**config.mk**
```make
export PLATFORM = sky130hd
export DESIGN_NAME = multi_ball_hit_controller_flat
export DESIGN_NICKNAME = d
export VERILOG_FILES = /design/src/rtl/multi_ball_hit_controller_pkg.sv /design/src/rtl/multi_ball_hit_controller_if.sv /design/src/rtl/multi_ball_hit_controller_capture.sv /design/src/rtl/multi_ball_hit_controller.sv /design/src/flat_wrapper.sv
export SDC_FILE = /design/constraint.sdc
export NUM_CORES = 1
export LEC_CHECK = 0
export BUFFER_PORTS_ARGS = -buffer_cell sky130_fd_sc_hd__buf_4
export CAP_MARGIN = 10
export CORE_ASPECT_RATIO = 2
export CORE_MARGIN = 10
export CORE_UTILIZATION = 51
export CTS_CLUSTER_SIZE = 12
export DETAILED_ROUTE_END_ITERATION = 8
export PLACE_DENSITY = 0.77
export SLEW_MARGIN = 10
export SYNTH_ARGS = -nofsm -noshare
export SYNTH_HDL_FRONTEND = slang
export SYNTH_HIERARCHICAL = 1
export SYNTH_SLANG_ARGS = --single-unit
```
**constraint.sdc**
```tcl
create_clock -name clk -period 2.7 [get_ports clk]
set_input_delay 0.54 -clock clk [delete_from_list [all_inputs] [get_ports clk]]
set_output_delay 0.54 -clock clk [all_outputs]
set_load 0.005 [all_outputs]
```
**src/rtl/multi_ball_hit_controller_pkg.sv**
```systemverilog
// Shared types and helpers for the multi-ball hit controller.
//   VEL_W_DEFAULT : default signed velocity width
//   vel_t         : signed velocity at the default width
//   state_t       : resolve FSM states
//   side_t        : which wall of an axis a ball touched
//   sat_neg       : width-generic saturating negation
package hit_pkg;

  localparam int VEL_W_DEFAULT = 11;

  typedef logic signed [VEL_W_DEFAULT-1:0] vel_t;

  typedef enum logic {IDLE = 1'b0, RESOLVE = 1'b1} state_t;

  typedef enum logic [1:0] {
    SIDE_NONE = 2'd0,
    SIDE_LOW  = 2'd1,
    SIDE_HIGH = 2'd2
  } side_t;

  // Negate v as a w-bit signed value; the most negative value maps to the
  // most positive one instead of wrapping back onto itself.
  function automatic logic signed [31:0] sat_neg(input logic signed [31:0] v,
                                                 input int w);
    logic signed [31:0] vmin;
    vmin = -(32'sd1 <<< (w - 1));
    if (v == vmin) return -(vmin + 32'sd1);
    return -v;
  endfunction

endpackage

```
**src/rtl/multi_ball_hit_controller_if.sv**
```systemverilog
// Result bus of the hit controller: one strobe per resolved ball.
//   resValid     : result strobe
//   resIdx       : ball index of the result
//   resVelX/Y    : new signed velocity
//   resCollision : velocity was changed
// master = controller (drives), slave = ball movement blocks (receive).
interface multi_ball_hit_controller_if #(
  parameter int VEL_W = hit_pkg::VEL_W_DEFAULT
);
  logic                    resValid;
  logic [2:0]              resIdx;
  logic signed [VEL_W-1:0] resVelX;
  logic signed [VEL_W-1:0] resVelY;
  logic                    resCollision;

  modport master (output resValid, resIdx, resVelX, resVelY, resCollision);
  modport slave  (input  resValid, resIdx, resVelX, resVelY, resCollision);
endinterface

```
**src/rtl/multi_ball_hit_controller_capture.sv**
```systemverilog
// Per-frame collision event capture with a snapshot double buffer.
//   i_snap         : copy capture set + velocities into snapshot, clear set
//   i_clearPockets : clear the sticky pocketed vector (beats a hole event)
//   i_pixelX/Y, i_ballDR, i_borderDR, i_holeDR : per-pixel draw requests
//   i_velX/Y       : packed live velocities
//   o_pocketed     : sticky "ball in hole"
//   o_sideX/Y, o_pair, o_velX/Y : snapshotted events and velocities
module collision_event_capture import hit_pkg::*; #(
  parameter int NUM_BALLS   = 2,
  parameter int NUM_HOLES   = 6,
  parameter int VEL_W       = VEL_W_DEFAULT,
  parameter int LEFT_EDGE   = 0,
  parameter int RIGHT_EDGE  = 639,
  parameter int TOP_EDGE    = 0,
  parameter int BOTTOM_EDGE = 479
) (
  input  logic                           clk,
  input  logic                           resetN,
  input  logic                           i_snap,
  input  logic                           i_clearPockets,
  input  logic [10:0]                    i_pixelX,
  input  logic [10:0]                    i_pixelY,
  input  logic [NUM_BALLS-1:0]           i_ballDR,
  input  logic                           i_borderDR,
  input  logic [NUM_HOLES-1:0]           i_holeDR,
  input  logic [NUM_BALLS*VEL_W-1:0]     i_velX,
  input  logic [NUM_BALLS*VEL_W-1:0]     i_velY,
  output logic [NUM_BALLS-1:0]           o_pocketed,
  output side_t                          o_sideX [NUM_BALLS],
  output side_t                          o_sideY [NUM_BALLS],
  output logic [NUM_BALLS*NUM_BALLS-1:0] o_pair,
  output logic [NUM_BALLS*VEL_W-1:0]     o_velX,
  output logic [NUM_BALLS*VEL_W-1:0]     o_velY
);
  localparam logic [10:0] L_LEFT   = 11'(LEFT_EDGE);
  localparam logic [10:0] L_RIGHT  = 11'(RIGHT_EDGE);
  localparam logic [10:0] L_TOP    = 11'(TOP_EDGE);
  localparam logic [10:0] L_BOTTOM = 11'(BOTTOM_EDGE);

  logic                           w_xLo, w_xHi, w_yLo, w_yHi, w_hole;
  side_t                          w_evX [NUM_BALLS];
  side_t                          w_evY [NUM_BALLS];
  logic [NUM_BALLS*NUM_BALLS-1:0] w_evPair;

  side_t                          r_sideX [NUM_BALLS];
  side_t                          r_sideY [NUM_BALLS];
  logic [NUM_BALLS*NUM_BALLS-1:0] r_pair;
  logic [NUM_BALLS-1:0]           r_pocketed;
  side_t                          r_snapSideX [NUM_BALLS];
  side_t                          r_snapSideY [NUM_BALLS];
  logic [NUM_BALLS*NUM_BALLS-1:0] r_snapPair;
  logic [NUM_BALLS*VEL_W-1:0]     r_snapVelX, r_snapVelY;

  assign w_xLo  = (i_pixelX <= L_LEFT);
  assign w_xHi  = (i_pixelX >= L_RIGHT);
  assign w_yLo  = (i_pixelY <= L_TOP);
  assign w_yHi  = (i_pixelY >= L_BOTTOM);
  assign w_hole = |i_holeDR;

  // Events of this pixel; balls already in a pocket no longer collide.
  // pair bit [i*NUM_BALLS+j] is only used for i<j.
  always_comb begin
    w_evPair = '0;
    for (int i = 0; i < NUM_BALLS; i++) begin
      w_evX[i] = SIDE_NONE;
      w_evY[i] = SIDE_NONE;
      if (i_ballDR[i] && i_borderDR && !r_pocketed[i]) begin
        if (w_xLo)      w_evX[i] = SIDE_LOW;
        else if (w_xHi) w_evX[i] = SIDE_HIGH;
        if (w_yLo)      w_evY[i] = SIDE_LOW;
        else if (w_yHi) w_evY[i] = SIDE_HIGH;
      end
      for (int j = i + 1; j < NUM_BALLS; j++) begin
        if (i_ballDR[i] && i_ballDR[j] && !r_pocketed[i] && !r_pocketed[j])
          w_evPair[i*NUM_BALLS+j] = 1'b1;
      end
    end
  end

  always_ff @(posedge clk or negedge resetN) begin
    if (!resetN) begin
      for (int i = 0; i < NUM_BALLS; i++) begin
        r_sideX[i]     <= SIDE_NONE;
        r_sideY[i]     <= SIDE_NONE;
        r_snapSideX[i] <= SIDE_NONE;
        r_snapSideY[i] <= SIDE_NONE;
      end
      r_pair     <= '0;
      r_snapPair <= '0;
      r_pocketed <= '0;
      r_snapVelX <= '0;
      r_snapVelY <= '0;
    end else begin
      // On snapshot the set restarts from this cycle's events only.
      for (int i = 0; i < NUM_BALLS; i++) begin
        if (i_snap || (w_evX[i] != SIDE_NONE)) r_sideX[i] <= w_evX[i];
        if (i_snap || (w_evY[i] != SIDE_NONE)) r_sideY[i] <= w_evY[i];
      end
      r_pair <= (i_snap ? '0 : r_pair) | w_evPair;
      if (i_snap) begin
        for (int i = 0; i < NUM_BALLS; i++) begin
          r_snapSideX[i] <= r_sideX[i];
          r_snapSideY[i] <= r_sideY[i];
        end
        r_snapPair <= r_pair;
        r_snapVelX <= i_velX;
        r_snapVelY <= i_velY;
      end
      if (i_clearPockets) r_pocketed <= '0;
      else                r_pocketed <= r_pocketed | (i_ballDR & {NUM_BALLS{w_hole}});
    end
  end

  assign o_pocketed = r_pocketed;
  assign o_sideX    = r_snapSideX;
  assign o_sideY    = r_snapSideY;
  assign o_pair     = r_snapPair;
  assign o_velX     = r_snapVelX;
  assign o_velY     = r_snapVelY;

endmodule

```
**src/rtl/multi_ball_hit_controller.sv**
```systemverilog
// Multi-ball hit controller: captures border/pocket/ball-ball events during
// the frame, snapshots them on startOfFrame and resolves one ball per clock.
//   clk, resetN            : clock, async active-low reset
//   startOfFrame           : snapshot + resolve trigger
//   pixelX/Y, ballDR, borderDR, holeDR : draw requests
//   ballVelX/Y             : packed live velocities
//   clearPockets           : clears pocketed
//   res (master)           : resValid/resIdx/resVelX/resVelY/resCollision
//   pocketed, busy, overrun: status
module multi_ball_hit_controller import hit_pkg::*; #(
  parameter int NUM_BALLS   = 2,
  parameter int NUM_HOLES   = 6,
  parameter int VEL_W       = VEL_W_DEFAULT,
  parameter int LEFT_EDGE   = 0,
  parameter int RIGHT_EDGE  = 639,
  parameter int TOP_EDGE    = 0,
  parameter int BOTTOM_EDGE = 479
) (
  input  logic                       clk,
  input  logic                       resetN,
  input  logic                       startOfFrame,
  input  logic [10:0]                pixelX,
  input  logic [10:0]                pixelY,
  input  logic [NUM_BALLS-1:0]       ballDR,
  input  logic                       borderDR,
  input  logic [NUM_HOLES-1:0]       holeDR,
  input  logic [NUM_BALLS*VEL_W-1:0] ballVelX,
  input  logic [NUM_BALLS*VEL_W-1:0] ballVelY,
  input  logic                       clearPockets,
  multi_ball_hit_controller_if.master res,
  output logic [NUM_BALLS-1:0]       pocketed,
  output logic                       busy,
  output logic                       overrun
);
  state_t                         r_state, w_stateNxt;
  logic [2:0]                     r_idx, w_idxNxt;
  logic                           w_snap;

  side_t                          w_snapSideX [NUM_BALLS];
  side_t                          w_snapSideY [NUM_BALLS];
  logic [NUM_BALLS*NUM_BALLS-1:0] w_snapPair;
  logic [NUM_BALLS*VEL_W-1:0]     w_snapVelX, w_snapVelY;
  logic [NUM_BALLS-1:0]           w_pocketed;

  logic signed [VEL_W-1:0]        w_velX, w_velY, w_pairVelX, w_pairVelY, w_newX, w_newY;
  side_t                          w_sideX, w_sideY;
  logic                           w_pock, w_pairHit, w_negX, w_negY, w_coll;

  logic                           r_resValid, r_resColl, r_overrun;
  logic [2:0]                     r_resIdx;
  logic signed [VEL_W-1:0]        r_resVelX, r_resVelY;

  collision_event_capture #(
    .NUM_BALLS(NUM_BALLS), .NUM_HOLES(NUM_HOLES), .VEL_W(VEL_W),
    .LEFT_EDGE(LEFT_EDGE), .RIGHT_EDGE(RIGHT_EDGE),
    .TOP_EDGE(TOP_EDGE), .BOTTOM_EDGE(BOTTOM_EDGE)
  ) u_capture (
    .clk(clk), .resetN(resetN), .i_snap(w_snap), .i_clearPockets(clearPockets),
    .i_pixelX(pixelX), .i_pixelY(pixelY), .i_ballDR(ballDR),
    .i_borderDR(borderDR), .i_holeDR(holeDR),
    .i_velX(ballVelX), .i_velY(ballVelY),
    .o_pocketed(w_pocketed), .o_sideX(w_snapSideX), .o_sideY(w_snapSideY),
    .o_pair(w_snapPair), .o_velX(w_snapVelX), .o_velY(w_snapVelY)
  );

  always_comb begin
    w_stateNxt = r_state;
    w_idxNxt   = r_idx;
    w_snap     = 1'b0;
    case (r_state)
      IDLE: begin
        if (startOfFrame) begin
          w_stateNxt = RESOLVE;
          w_idxNxt   = '0;
          w_snap     = 1'b1;
        end
      end
      RESOLVE: begin
        if (r_idx == 3'(NUM_BALLS - 1)) w_stateNxt = IDLE;
        else                            w_idxNxt   = r_idx + 3'd1;
      end
      default: w_stateNxt = IDLE;
    endcase
  end

  // Select ball r_idx; partner scan runs high to low so the lowest-index
  // partner is the one left standing.
  always_comb begin
    w_velX     = '0;
    w_velY     = '0;
    w_sideX    = SIDE_NONE;
    w_sideY    = SIDE_NONE;
    w_pock     = 1'b0;
    w_pairHit  = 1'b0;
    w_pairVelX = '0;
    w_pairVelY = '0;
    for (int b = 0; b < NUM_BALLS; b++) begin
      if (r_idx == 3'(b)) begin
        w_velX  = w_snapVelX[b*VEL_W +: VEL_W];
        w_velY  = w_snapVelY[b*VEL_W +: VEL_W];
        w_sideX = w_snapSideX[b];
        w_sideY = w_snapSideY[b];
        w_pock  = w_pocketed[b];
        for (int j = NUM_BALLS - 1; j >= 0; j--) begin
          if ((j != b) && w_snapPair[(j < b ? j : b)*NUM_BALLS + (j < b ? b : j)]) begin
            w_pairHit  = 1'b1;
            w_pairVelX = w_snapVelX[j*VEL_W +: VEL_W];
            w_pairVelY = w_snapVelY[j*VEL_W +: VEL_W];
          end
        end
      end
    end
  end

  // A wall only reflects a ball that is moving into it.
  assign w_negX = ((w_sideX == SIDE_LOW)  &&  w_velX[VEL_W-1]) ||
                  ((w_sideX == SIDE_HIGH) && !w_velX[VEL_W-1] && (w_velX != '0));
  assign w_negY = ((w_sideY == SIDE_LOW)  &&  w_velY[VEL_W-1]) ||
                  ((w_sideY == SIDE_HIGH) && !w_velY[VEL_W-1] && (w_velY != '0));

  always_comb begin
    w_newX = w_velX;
    w_newY = w_velY;
    w_coll = 1'b0;
    if (w_pock) begin
      w_newX = '0;
      w_newY = '0;
      w_coll = 1'b1;
    end else if (w_pairHit) begin
      w_newX = w_pairVelX;
      w_newY = w_pairVelY;
      w_coll = 1'b1;
    end else begin
      if (w_negX) w_newX = VEL_W'(sat_neg(32'(w_velX), VEL_W));
      if (w_negY) w_newY = VEL_W'(sat_neg(32'(w_velY), VEL_W));
      w_coll = w_negX | w_negY;
    end
  end

  always_ff @(posedge clk or negedge resetN) begin
    if (!resetN) begin
      r_state    <= IDLE;
      r_idx      <= '0;
      r_resValid <= 1'b0;
      r_resIdx   <= '0;
      r_resVelX  <= '0;
      r_resVelY  <= '0;
      r_resColl  <= 1'b0;
      r_overrun  <= 1'b0;
    end else begin
      r_state    <= w_stateNxt;
      r_idx      <= w_idxNxt;
      r_resValid <= (r_state == RESOLVE);
      if (r_state == RESOLVE) begin
        r_resIdx  <= r_idx;
        r_resVelX <= w_newX;
        r_resVelY <= w_newY;
        r_resColl <= w_coll;
      end
      if (startOfFrame && (r_state == RESOLVE)) r_overrun <= 1'b1;
    end
  end

  assign res.resValid     = r_resValid;
  assign res.resIdx       = r_resIdx;
  assign res.resVelX      = r_resVelX;
  assign res.resVelY      = r_resVelY;
  assign res.resCollision = r_resColl;
  assign pocketed         = w_pocketed;
  assign busy             = (r_state == RESOLVE);
  assign overrun          = r_overrun;

endmodule

```
**src/flat_wrapper.sv**
```systemverilog
// flat-port wrapper written by rule: the top's interface ports become plain ports
module multi_ball_hit_controller_flat import hit_pkg::*;
#(
  parameter int NUM_BALLS   = 2,
  parameter int NUM_HOLES   = 6,
  parameter int VEL_W       = VEL_W_DEFAULT,
  parameter int LEFT_EDGE   = 0,
  parameter int RIGHT_EDGE  = 639,
  parameter int TOP_EDGE    = 0,
  parameter int BOTTOM_EDGE = 479
)
  (clk, resetN, startOfFrame, pixelX, pixelY, ballDR, borderDR, holeDR, ballVelX, ballVelY, clearPockets, pocketed, busy, overrun, res_resValid, res_resIdx, res_resVelX, res_resVelY, res_resCollision);
  multi_ball_hit_controller_if #(.VEL_W(VEL_W)) res_i ();
  input  logic clk;
  input  logic resetN;
  input  logic startOfFrame;
  input  logic [10:0] pixelX;
  input  logic [10:0] pixelY;
  input  logic [NUM_BALLS-1:0] ballDR;
  input  logic borderDR;
  input  logic [NUM_HOLES-1:0] holeDR;
  input  logic [NUM_BALLS*VEL_W-1:0] ballVelX;
  input  logic [NUM_BALLS*VEL_W-1:0] ballVelY;
  input  logic clearPockets;
  output logic [NUM_BALLS-1:0] pocketed;
  output logic busy;
  output logic overrun;
  output wire logic [$bits(res_i.resValid)-1:0] res_resValid;
  output wire logic [$bits(res_i.resIdx)-1:0] res_resIdx;
  output wire logic [$bits(res_i.resVelX)-1:0] res_resVelX;
  output wire logic [$bits(res_i.resVelY)-1:0] res_resVelY;
  output wire logic [$bits(res_i.resCollision)-1:0] res_resCollision;
  assign res_resValid = res_i.resValid;
  assign res_resIdx = res_i.resIdx;
  assign res_resVelX = res_i.resVelX;
  assign res_resVelY = res_i.resVelY;
  assign res_resCollision = res_i.resCollision;
  multi_ball_hit_controller #(.NUM_BALLS(NUM_BALLS), .NUM_HOLES(NUM_HOLES), .VEL_W(VEL_W), .LEFT_EDGE(LEFT_EDGE), .RIGHT_EDGE(RIGHT_EDGE), .TOP_EDGE(TOP_EDGE), .BOTTOM_EDGE(BOTTOM_EDGE)) u_core (.clk(clk), .resetN(resetN), .startOfFrame(startOfFrame), .pixelX(pixelX), .pixelY(pixelY), .ballDR(ballDR), .borderDR(borderDR), .holeDR(holeDR), .ballVelX(ballVelX), .ballVelY(ballVelY), .clearPockets(clearPockets), .res(res_i), .pocketed(pocketed), .busy(busy), .overrun(overrun));
endmodule
```
==> results of run 1 <==
==> worst max path at each step <==
stage | startpoint | end | slack [ns] | cells past startpoint
4_1_cts | u_core/r_idx[1]$_DFFE_PN0P_ | u_core/res.resVelX[2]$_DFFE_PN0P_ | 0.01 | 12
2_1_floorplan | u_core/r_idx[1]$_DFFE_PN0P_ | u_core/res.resVelX[3]$_DFFE_PN0P_ | -0.04 | 15
5_1_grt | u_core/r_idx[0]$_DFFE_PN0P_ | u_core/res.resVelX[2]$_DFFE_PN0P_ | -0.16 | 12
3_5_place_dp | u_core/r_idx[1]$_DFFE_PN0P_ | u_core/res.resVelX[3]$_DFFE_PN0P_ | -0.03 | 12
3_3_place_gp | u_core/r_idx[1]$_DFFE_PN0P_ | u_core/res.resVelX[4]$_DFFE_PN0P_ | 0.13 | 12
6_report | u_core/r_idx[0]$_DFFE_PN0P_ | u_core/res.resVelX[2]$_DFFE_PN0P_ | -0.007 | 13
==> flip-flops by register name (all words and copies together), names as in the netlist, 4 cells and up <==
register,count
u_core/u_capture/r_sideY,4
u_core/u_capture/o_sideY,4
u_core/res.resVelY,11
u_core/u_capture/r_sideX,4
u_core/u_capture/o_velY,22
u_core/res.resVelX,11
u_core/u_capture/o_velX,22
u_core/u_capture/o_sideX,4
==> placed cells by master (no fill, tap or decap), drive strengths merged, types with 5 or more instances in the layout <==
cell type  instances
nor4               6
a21oi             37
clkbuf            12
mux2              56
dfrtp             96
nor3              20
a221oi            16
a22oi              5
inv               30
nand3             10
o21a               5
o32ai             13
ha                 5
o21ai             19
a21o               7
o211ai             5
nand2b             5
nand2             52
mux2i              5
nor2              38
nor2b             12
nand3b            27
buf              168
==> repair_timing <==
item | in CTS | in global routing
setup endpoints to repair | 3 | 21
setup buffers | 0 | 11
gates cloned | 0 | 2
pin swaps | 0 | 11
gates resized for setup | 1 | 21
==> worst max-delay path, delay by kind of cell (launching register included) <==
family	cells	cell delay [ns]
AO/OA/AOI/OAI	4	0.74
adder cells (fa/ha/maj)	2	0.35
buffers and inverters	3	0.27
flip-flops	1	0.43
AND/OR/NAND/NOR	4	0.81
==> power by group <==
part	total [mW]	switching (mW)	internal (mW)	leakage, nW
registers	2.58	0.517	2.06	1.18
clock network	1.25	0.581	0.665	0.145
logic	6.06	3.15	2.91	1.94
==> final cells by class <==
class,instances,share of cell area
Timing Repair Buffer,170,0.186
Inverter,27,0.0137
Clock buffer,10,0.0324
Tap cell,140,0.0237
Sequential cell,96,0.325
Clock inverter,6,0.00694
Multi-Input combinational cell,407,0.412
==> metal layers <==
layer  GRT usage  wire, um  vias to the layer above
met5           0         0                        -
met4      0.0857       543                        0
met3      0.0487      1150                       39
met2       0.345      8520                      225
met1       0.234      6410                     2512
li1            -         -                     2379
==> flow_metrics.env, run 1 <==
export IMPL_first_global_vias=5378
export IMPL_dp_cells=827
export IMPL_hold_buffers=0
export IMPL_worst_pin_slew_ns=0.446
export IMPL_min_path_type="primary input to async pin"
export IMPL_final_cells=856
export IMPL_io_pins=110
export IMPL_whs_ns=0.130
export IMPL_synth_nets=650
export IMPL_cp_slowest_stage_delay_ns=0.43
export IMPL_cts_buffers=9
export IMPL_place_area_mm2=0.00686
export IMPL_cts_tree="yes"
export IMPL_worstPathMaxFanout=7
export IMPL_ir_drop_v=0.000584
export IMPL_r2r_setup_slack_ns=-0.007
export IMPL_fin_worst_skew_ns=0.00443
export IMPL_cp_end_kind="flip-flop"
export IMPL_cts_num_sinks=96
export IMPL_first_pass_iters=6
export IMPL_routed_wl_um=16600
export IMPL_routed_via_density=6.02
export IMPL_start_util=0.517
export IMPL_cp_cell_sequence="inv_2 > ha_4 > buf_4 > nand3b_1 > a21oi_2 > inv_1 > ha_2 > o21ai_0 > nor4_2 > nand2_1 > o21ai_4 > nor2_1 > o32ai_1"
export IMPL_post_place_ws_ns=-0.0293
export IMPL_fillers=844
export IMPL_clockRootBuffer="clkbuf_16"
export IMPL_reg2reg_depth=13
export IMPL_grt_pass1_wl_um=26200
export IMPL_gr_total_overflow=0
export IMPL_cts_path_max_buffers=2
export IMPL_drive_gt1_frac=0.392
export IMPL_r2r_end="u_core/res.resVelX[2]$_DFFE_PN0P_"
export IMPL_row_count=54
export IMPL_finalCriticalPeriod_ns=2.71
export IMPL_route_detailed_drc=0
export IMPL_crit_slowest_cell="dfrtp_1"
export IMPL_htree_levels=3
export IMPL_dieArea_mm2=0.0159
export IMPL_powerDensity_mw_per_mm2=1340
export IMPL_dieWidth_um=94.3
export IMPL_design_area_mm2=0.00739
export IMPL_hpwl_um=12400
export IMPL_numPortBuffers=109
export IMPL_clkLatencyLatePin_ns=0.34
export IMPL_startpoint_type="flip-flop"
export IMPL_core_area_mm2=0.0109
export IMPL_rsz0062_at_grt="yes"
export IMPL_synth_area_mm2=0.00563
export IMPL_yosys_warnings=6
export IMPL_drt_iter0_markers=421
export IMPL_grt_use_total=0.203
export IMPL_fin_setup_tns_ns=-0.00940
export IMPL_ant_nets=0
export IMPL_slew_limit_headroom=0.701
export IMPL_final_core_util=0.679
export IMPL_maxSlewViolCount=0
export IMPL_drv_cap=0
export IMPL_worstPathRequired_ns=2.94
export IMPL_status="complete, but fails checks"
export IMPL_clkSlewWorstSetupHoldPaths_ns=0.07
export IMPL_hold_violations=0
export IMPL_register_area_mm2=0.00240
export IMPL_crit_arrival_ns=2.95
export IMPL_wl_per_cell_um=19.4
export IMPL_critPathKind="flip-flop to flip-flop"
export IMPL_syn_inst=566
export IMPL_antenna_found_initial=0
export IMPL_routabilityCongestion=0.962
export IMPL_p_leak_nw=3.26
export IMPL_grt_max_degree=66
export IMPL_syn_avg_cell_area_um2=9.94
export IMPL_violations="setup timing"
export IMPL_r2r_start="u_core/r_idx[0]$_DFFE_PN0P_"
export IMPL_multiInputGateArea_mm2=0.00304
export IMPL_vias=5155
export IMPL_antennaDiodeCount=0
export IMPL_fp_dieH_um=169
export IMPL_syn_to_final_growth_pct=31.3
export IMPL_power_mw=9.88
export IMPL_fmax_mhz=369
export IMPL_finalWorstSetupSlack_ns=-0.00677
export IMPL_nNetsFinal=795
export IMPL_fin_crit_sh=1.00
export IMPL_setup_viol=2
Note: power is estimated with default switching activity, not from simulation.
==> inputs of run 2 (changes only) <==
--- a/config.mk
+++ b/config.mk
@@ -6,8 +6,7 @@
 export NUM_CORES = 1
 export LEC_CHECK = 0
 export BUFFER_PORTS_ARGS = -buffer_cell sky130_fd_sc_hd__buf_4
-export CAP_MARGIN = 10
-export CORE_ASPECT_RATIO = 2
+export CAP_MARGIN = 5
 export CORE_MARGIN = 10
 export CORE_UTILIZATION = 51
 export CTS_CLUSTER_SIZE = 12
==> run 2 against run 1 <==
Compared with the run above:
- the flow now finishes without violations
- clock power is 13% lower
- hold slack worse by 0.035 ns
- die area fell by 1.6%
- global-route usage is 1.2 points higher
- sequential cell count unchanged
- critical path depth shrank 4
- clock-buffer cell count rose by 1
- fmax rose by 4.8%
- final cell count is 0.47% higher
- sequential power is essentially flat
- combinational power grew 1%
- total power shrank 0.66%
- largest power group unchanged
==> flow_metrics.env, run 2 (synthesis results as in run 1) <==
export IMPL_grt_pass1_wl_um=28100
export IMPL_worstPathRequired_ns=3.01
export IMPL_grt_max_degree=55
export IMPL_mostFrequentLayoutCells="buf_4, dfrtp_1, mux2_2"
export IMPL_vias=5131
export IMPL_worst_pin_slew_ns=0.534
export IMPL_fin_worst_skew_ns=0.0155
export IMPL_ant_nets=0
export IMPL_htree_levels=3
export IMPL_wl_per_cell_um=20.3
export IMPL_routabilityCongestion=0.945
export IMPL_worstPathMaxFanout=9
export IMPL_swShare=0.435
export IMPL_critPathKind="flip-flop to flip-flop"
export IMPL_p_sw_mw=4.28
export IMPL_hold_violations=0
export IMPL_maxSlewViolCount=0
export IMPL_dieArea_mm2=0.0156
export IMPL_fin_setup_tns_ns=0
export IMPL_slew_limit_headroom=0.640
export IMPL_whs_ns=0.0955
export IMPL_start_util=0.519
export IMPL_clkSlewWorstSetupHoldPaths_ns=0.09
export IMPL_grt_use_total=0.216
export IMPL_r2r_start="u_core/r_idx[0]$_DFFE_PN0P_"
export IMPL_drt_iter0_markers=437
export IMPL_drv_cap=0
export IMPL_nNetsFinal=800
export IMPL_dieWidth_um=125
export IMPL_numPortBuffers=109
export IMPL_cts_path_max_buffers=2
export IMPL_pwr_share_comb=0.625
export IMPL_clkLatencyLatePin_ns=0.38
export IMPL_clockRootBuffer="clkbuf_8"
export IMPL_cts_tree="yes"
export IMPL_clkPwrFrac=0.111
export IMPL_row_count=38
export IMPL_fin_crit_sh=0.957
export IMPL_crit_arrival_ns=2.89
export IMPL_core_area_mm2=0.0108
export IMPL_p_int_mw=5.54
export IMPL_first_global_vias=5421
export IMPL_fmax_mhz=387
export IMPL_status="completed"
export IMPL_gr_total_overflow=0
export IMPL_io_pins=110
export IMPL_antenna_found_initial=0
export IMPL_cts_num_sinks=96
export IMPL_p_leak_nw=3.24
export IMPL_routed_wl_um=17500
export IMPL_fp_dieH_um=125
export IMPL_cts_buffers=9
export IMPL_final_common_cell="buf_4"
export IMPL_ir_drop_v=0.000525
export IMPL_min_path_type="primary input to async pin"
export IMPL_powerDensity_mw_per_mm2=1340
export IMPL_cp_cell_sequence="ha_4 > buf_4 > nand4bb_4 > a221oi_4 > nand2_1 > a31o_2 > buf_2 > or4_1 > nand3_1"
export IMPL_power_mw=9.82
export IMPL_crit_slowest_cell="or4_1"
export IMPL_finalCriticalPeriod_ns=2.58
export IMPL_antennaDiodeCount=0
export IMPL_route_detailed_drc=0
export IMPL_crit_start="u_core/r_idx[0]$_DFFE_PN0P_"
export IMPL_seqPwrFrac=0.263
export IMPL_startpoint_type="flip-flop"
export IMPL_routed_via_density=5.97
export IMPL_first_pass_iters=5
export IMPL_cp_slowest_stage_delay_ns=0.47
export IMPL_hpwl_um=13200
export IMPL_setup_viol=0
export IMPL_syn_to_final_growth_pct=30.5
export IMPL_cp_end_kind="flip-flop"
export IMPL_drive_gt1_frac=0.403
-- run 2: repair_timing --
item                       CTS  global route
resized for setup            3            25
cloned                       0             1
setup endpoints to repair    8            18
pin swaps                    0             8
hold buffers                 0             0
setup buffers                0             8
hold endpoints to repair     0             0
-- run 2: cell type report --
class / instances / area [um^2]
tap: 140 / 175
multi-input combinational: 407 / 3060
sequential: 96 / 2400
inverter: 27 / 101
clock inverter: 4 / 76.3
fill: 872 / 3500
timing repair buffer: 175 / 1370
clock buffer: 11 / 151
-- run 2: critical path, delay by kind of cell (launching register included) --
family / cells / cell delay, ns
buffers and inverters: 2 / 0.32
adder cells (fa/ha/maj): 1 / 0.21
flip-flops: 1 / 0.43
AO/OA/AOI/OAI: 2 / 0.59
AND/OR/NAND/NOR: 4 / 0.97
-- run 2: path summary, 6_finish.rpt --
kind / endpoint / slack (ns) / cells after the start
setup / recovery: u_core/res.resVelX[9]$_DFFE_PN0P_ / 0.12 / 9
hold / removal: u_core/u_capture/o_sideX[0]$_DFFE_PN0P_ / 0.1 / 1
setup reg to reg: u_core/res.resVelX[9]$_DFFE_PN0P_ / 0.12 / 9
hold reg to reg: u_core/overrun$_DFFE_PN0P_ / 0.47 / 1
max in group asynchronous: u_core/res.resVelY[8]$_DFFE_PN0P_ / 1.96 / 2
min in group clk: u_core/u_capture/o_pocketed[1]$_DFF_PN0_ / 0.32 / 2
-- run 2: metrics by stage --
stage / setup WS, ns / std cells / instance area [um^2] / utilization
finish: 0.117 / 860 / 7340 / 0.677
global route: -0.0151 / 860 / 7340 / 0.677
CTS: 0.0104 / 851 / 7140 / 0.658
detailed placement: -0.0857 / 836 / 6900 / 0.637
global placement: 0.0940 / 836 / 6900 / 0.637
floorplan: -0.0449 / 566 / 5660 / -
-- run 2: power by group through the flow --
stage	clock (mW)	sequential (mW)	combinational, mW
2_1_floorplan	0	2.43	3.67
3_3_place_gp	0	2.57	5.56
3_5_place_dp	0	2.59	5.67
4_1_cts	1.12	2.57	5.72
5_1_grt	1.18	2.66	6.70
6_report	1.09	2.59	6.14
-- run 2: routing by layer --
metal	up-vias	track usage	part of all wire
met5	-	0	0
met3	34	0.0591	0.073
met1	2510	0.284	0.45
li1	2386	-	-
met2	201	0.328	0.46
met4	0	0.0894	0.026
==> inputs of run 3 (changes only) <==
--- a/config.mk
+++ b/config.mk
@@ -8,10 +8,10 @@
 export BUFFER_PORTS_ARGS = -buffer_cell sky130_fd_sc_hd__buf_4
 export CAP_MARGIN = 5
 export CORE_MARGIN = 10
-export CORE_UTILIZATION = 51
+export CORE_UTILIZATION = 56
 export CTS_CLUSTER_SIZE = 12
 export DETAILED_ROUTE_END_ITERATION = 8
-export PLACE_DENSITY = 0.77
+export PLACE_DENSITY = 0.8
 export SLEW_MARGIN = 10
 export SYNTH_ARGS = -nofsm -noshare
 export SYNTH_HDL_FRONTEND = slang
==> constraint.sdc (replaced) <==
create_clock -name clk -period 2.9 [get_ports clk]
set_input_delay 0.58 -clock clk [delete_from_list [all_inputs] [get_ports clk]]
set_output_delay 0.58 -clock clk [all_outputs]
set_load 0.005 [all_outputs]
==> run 3 against run 2 <==
Compared with the run above:
- routed wire length is 5.2% lower
- hold slack better by 0.11 ns
- clock power is 8% higher
- first-iteration DRC count is 13% higher
- total power is 11% lower
- highest routed layer unchanged
- final cell count is 3.8% lower
- core utilization is 4.2 points higher
- non-clock buffer count is 27 lower
- critical path depth is 1 higher
- largest cell class unchanged
- worst setup slack better by 0.015 ns
- global-route usage is 1.3 points higher
==> flow_metrics.env, run 3 (synthesis results as in run 1) <==
export IMPL_status="completed"
export IMPL_start_util=0.576
export IMPL_finalCriticalPeriod_ns=2.77
export IMPL_antennaDiodeCount=0
export IMPL_cts_buffers=9
export IMPL_syn_to_final_growth_pct=24.9
export IMPL_ant_nets=0
export IMPL_antenna_found_initial=0
export IMPL_cts_path_max_buffers=2
export IMPL_fin_crit_sh=0.955
export IMPL_swShare=0.433
export IMPL_hold_violations=0
export IMPL_clkSlewWorstSetupHoldPaths_ns=0.10
export IMPL_path_buf_inv=2
export IMPL_post_cts_setup_buffers=0
export IMPL_ctsResizeCount=0
export IMPL_cp_slowest_stage_delay_ns=0.44
export IMPL_first_pass_iters=5
export IMPL_design_area_mm2=0.00703
export IMPL_p_sw_mw=3.78
export IMPL_grt_pass1_wl_um=26700
export IMPL_io_pins=110
export IMPL_vias=5003
export IMPL_clockRootBuffer="clkbuf_8"
export IMPL_routed_via_density=6.05
export IMPL_critPathKind="flip-flop to flip-flop"
export IMPL_place_area_mm2=0.00673
export IMPL_final_common_cell="buf_4"
export IMPL_worstPathMaxFanout=13
export IMPL_path_delay_family="compound AO/OA/AOI/OAI gates"
export IMPL_p_leak_nw=3.10
export IMPL_numPortBuffers=109
export IMPL_dieArea_mm2=0.0145
export IMPL_worstPathRequired_ns=3.17
export IMPL_routed_wl_um=16600
export IMPL_cp_end_kind="flip-flop"
export IMPL_maxSlewViolCount=0
export IMPL_worst_pin_slew_ns=0.646
export IMPL_slew_limit_headroom=0.569
export IMPL_fmax_mhz=361
export IMPL_mostFrequentLayoutCells="buf_4, dfrtp_1, mux2_2"
export IMPL_drive_gt1_frac=0.353
export IMPL_reg2reg_depth=10
export IMPL_core_area_mm2=0.00977
export IMPL_crit_arrival_ns=3.04
export IMPL_finalWorstSetupSlack_ns=0.131
export IMPL_cp_cell_sequence="inv_1 > ha_1 > buf_4 > nand4bb_1 > a221oi_2 > nand2_1 > a31o_2 > a31oi_1 > mux2i_1 > nand2_1"
export IMPL_cts_num_sinks=96
export IMPL_grt_use_total=0.228
export IMPL_min_path_type="primary input to async pin"
export IMPL_pwr_share_comb=0.584
export IMPL_htree_levels=3
export IMPL_drt_iter0_markers=495
export IMPL_fp_dieH_um=120
export IMPL_route_detailed_drc=0
export IMPL_seqPwrFrac=0.280
export IMPL_fin_worst_skew_ns=0.0125
export IMPL_clkPwrFrac=0.136
export IMPL_powerDensity_mw_per_mm2=1240
export IMPL_clkLatencyLatePin_ns=0.39
export IMPL_post_place_ws_ns=0.169
export IMPL_startpoint_type="flip-flop"
export IMPL_first_global_vias=5126
export IMPL_p_int_mw=4.93
export IMPL_power_mw=8.71
export IMPL_grt_max_degree=54
export IMPL_cts_tree="yes"
export IMPL_hpwl_um=12400
export IMPL_hold_buffers=0
export IMPL_wl_per_cell_um=20.0
export IMPL_drv_cap=0
export IMPL_fillers=714
export IMPL_nNetsFinal=773
export IMPL_routabilityCongestion=0.914
export IMPL_setup_viol=0
export IMPL_rsz0062_at_grt="yes"
export IMPL_cp_depth=10
export IMPL_gr_total_overflow=0
export IMPL_final_core_util=0.719
export IMPL_row_count=36
export IMPL_dieWidth_um=120
export IMPL_cp_common_cell="nand2_1"
export IMPL_ir_drop_v=0.000602
export IMPL_crit_slowest_cell="dfrtp_1"
run 3: cell types whose count changed in the layout (fill, tap and decap cells not counted), moves of 3 or more:
cell,before,now
inv_1,23,26
inv_2,4,1
buf_4,167,144
ha_1,1,4
a21oi_1,32,35
ha_4,3,0
run 3: per-stage QoR:
step	cells	hold slack [ns]	setup TNS [ns]
after CTS	827	0.211	0
after floorplan	566	0.284	0
after global routing	827	0.244	-0.0421
after global placement	811	0.446	0
final	827	0.206	0
after detailed placement	811	0.484	0
run 3: final timing paths:
| check | from | end | slack, ns |
|---|---|---|---|
| setup reg to reg | u_core/r_idx[0]$_DFFE_PN0P_ | u_core/res.resVelX[7]$_DFFE_PN0P_ | 0.13 |
| setup / recovery | u_core/r_idx[0]$_DFFE_PN0P_ | u_core/res.resVelX[7]$_DFFE_PN0P_ | 0.13 |
| hold / removal | resetN | u_core/res.resVelX[9]$_DFFE_PN0P_ | 0.21 |
| max in group asynchronous | resetN | u_core/r_idx[2]$_DFFE_PN0P_ | 1.99 |
| hold reg to reg | u_core/overrun$_DFFE_PN0P_ | u_core/overrun$_DFFE_PN0P_ | 0.50 |
| min in group clk | clearPockets | u_core/u_capture/o_pocketed[1]$_DFF_PN0_ | 0.34 |
run 3: power groups by stage:
stage	Clock, mW	Sequential [mW]	Combinational [mW]
after global placement	0	2.42	4.85
after global routing	1.26	2.50	5.53
after detailed placement	0	2.45	4.96
final	1.18	2.44	5.09
after CTS	1.21	2.42	4.99
after floorplan	0	2.26	3.35
run 3: cell type report:
type	instances	area [um^2]	area share
multi-input combinational	407	2930	0.417
clock inverter	6	138	0.0196
sequential	96	2400	0.342
timing repair buffer	148	1150	0.164
inverter	27	101	0.0144
clock buffer	10	138	0.0196
tap	133	166	0.0237
run 3: layer usage:
layer | up-vias | global-route usage | wire, um | part of all wire
met1 | 2415 | 0.308 | 7300 | 0.44
li1 | 2331 | - | - | -
met2 | 234 | 0.355 | 7590 | 0.46
met3 | 23 | 0.0549 | 1390 | 0.084
met5 | - | 0 | 0 | 0
met4 | 0 | 0.0732 | 289 | 0.017
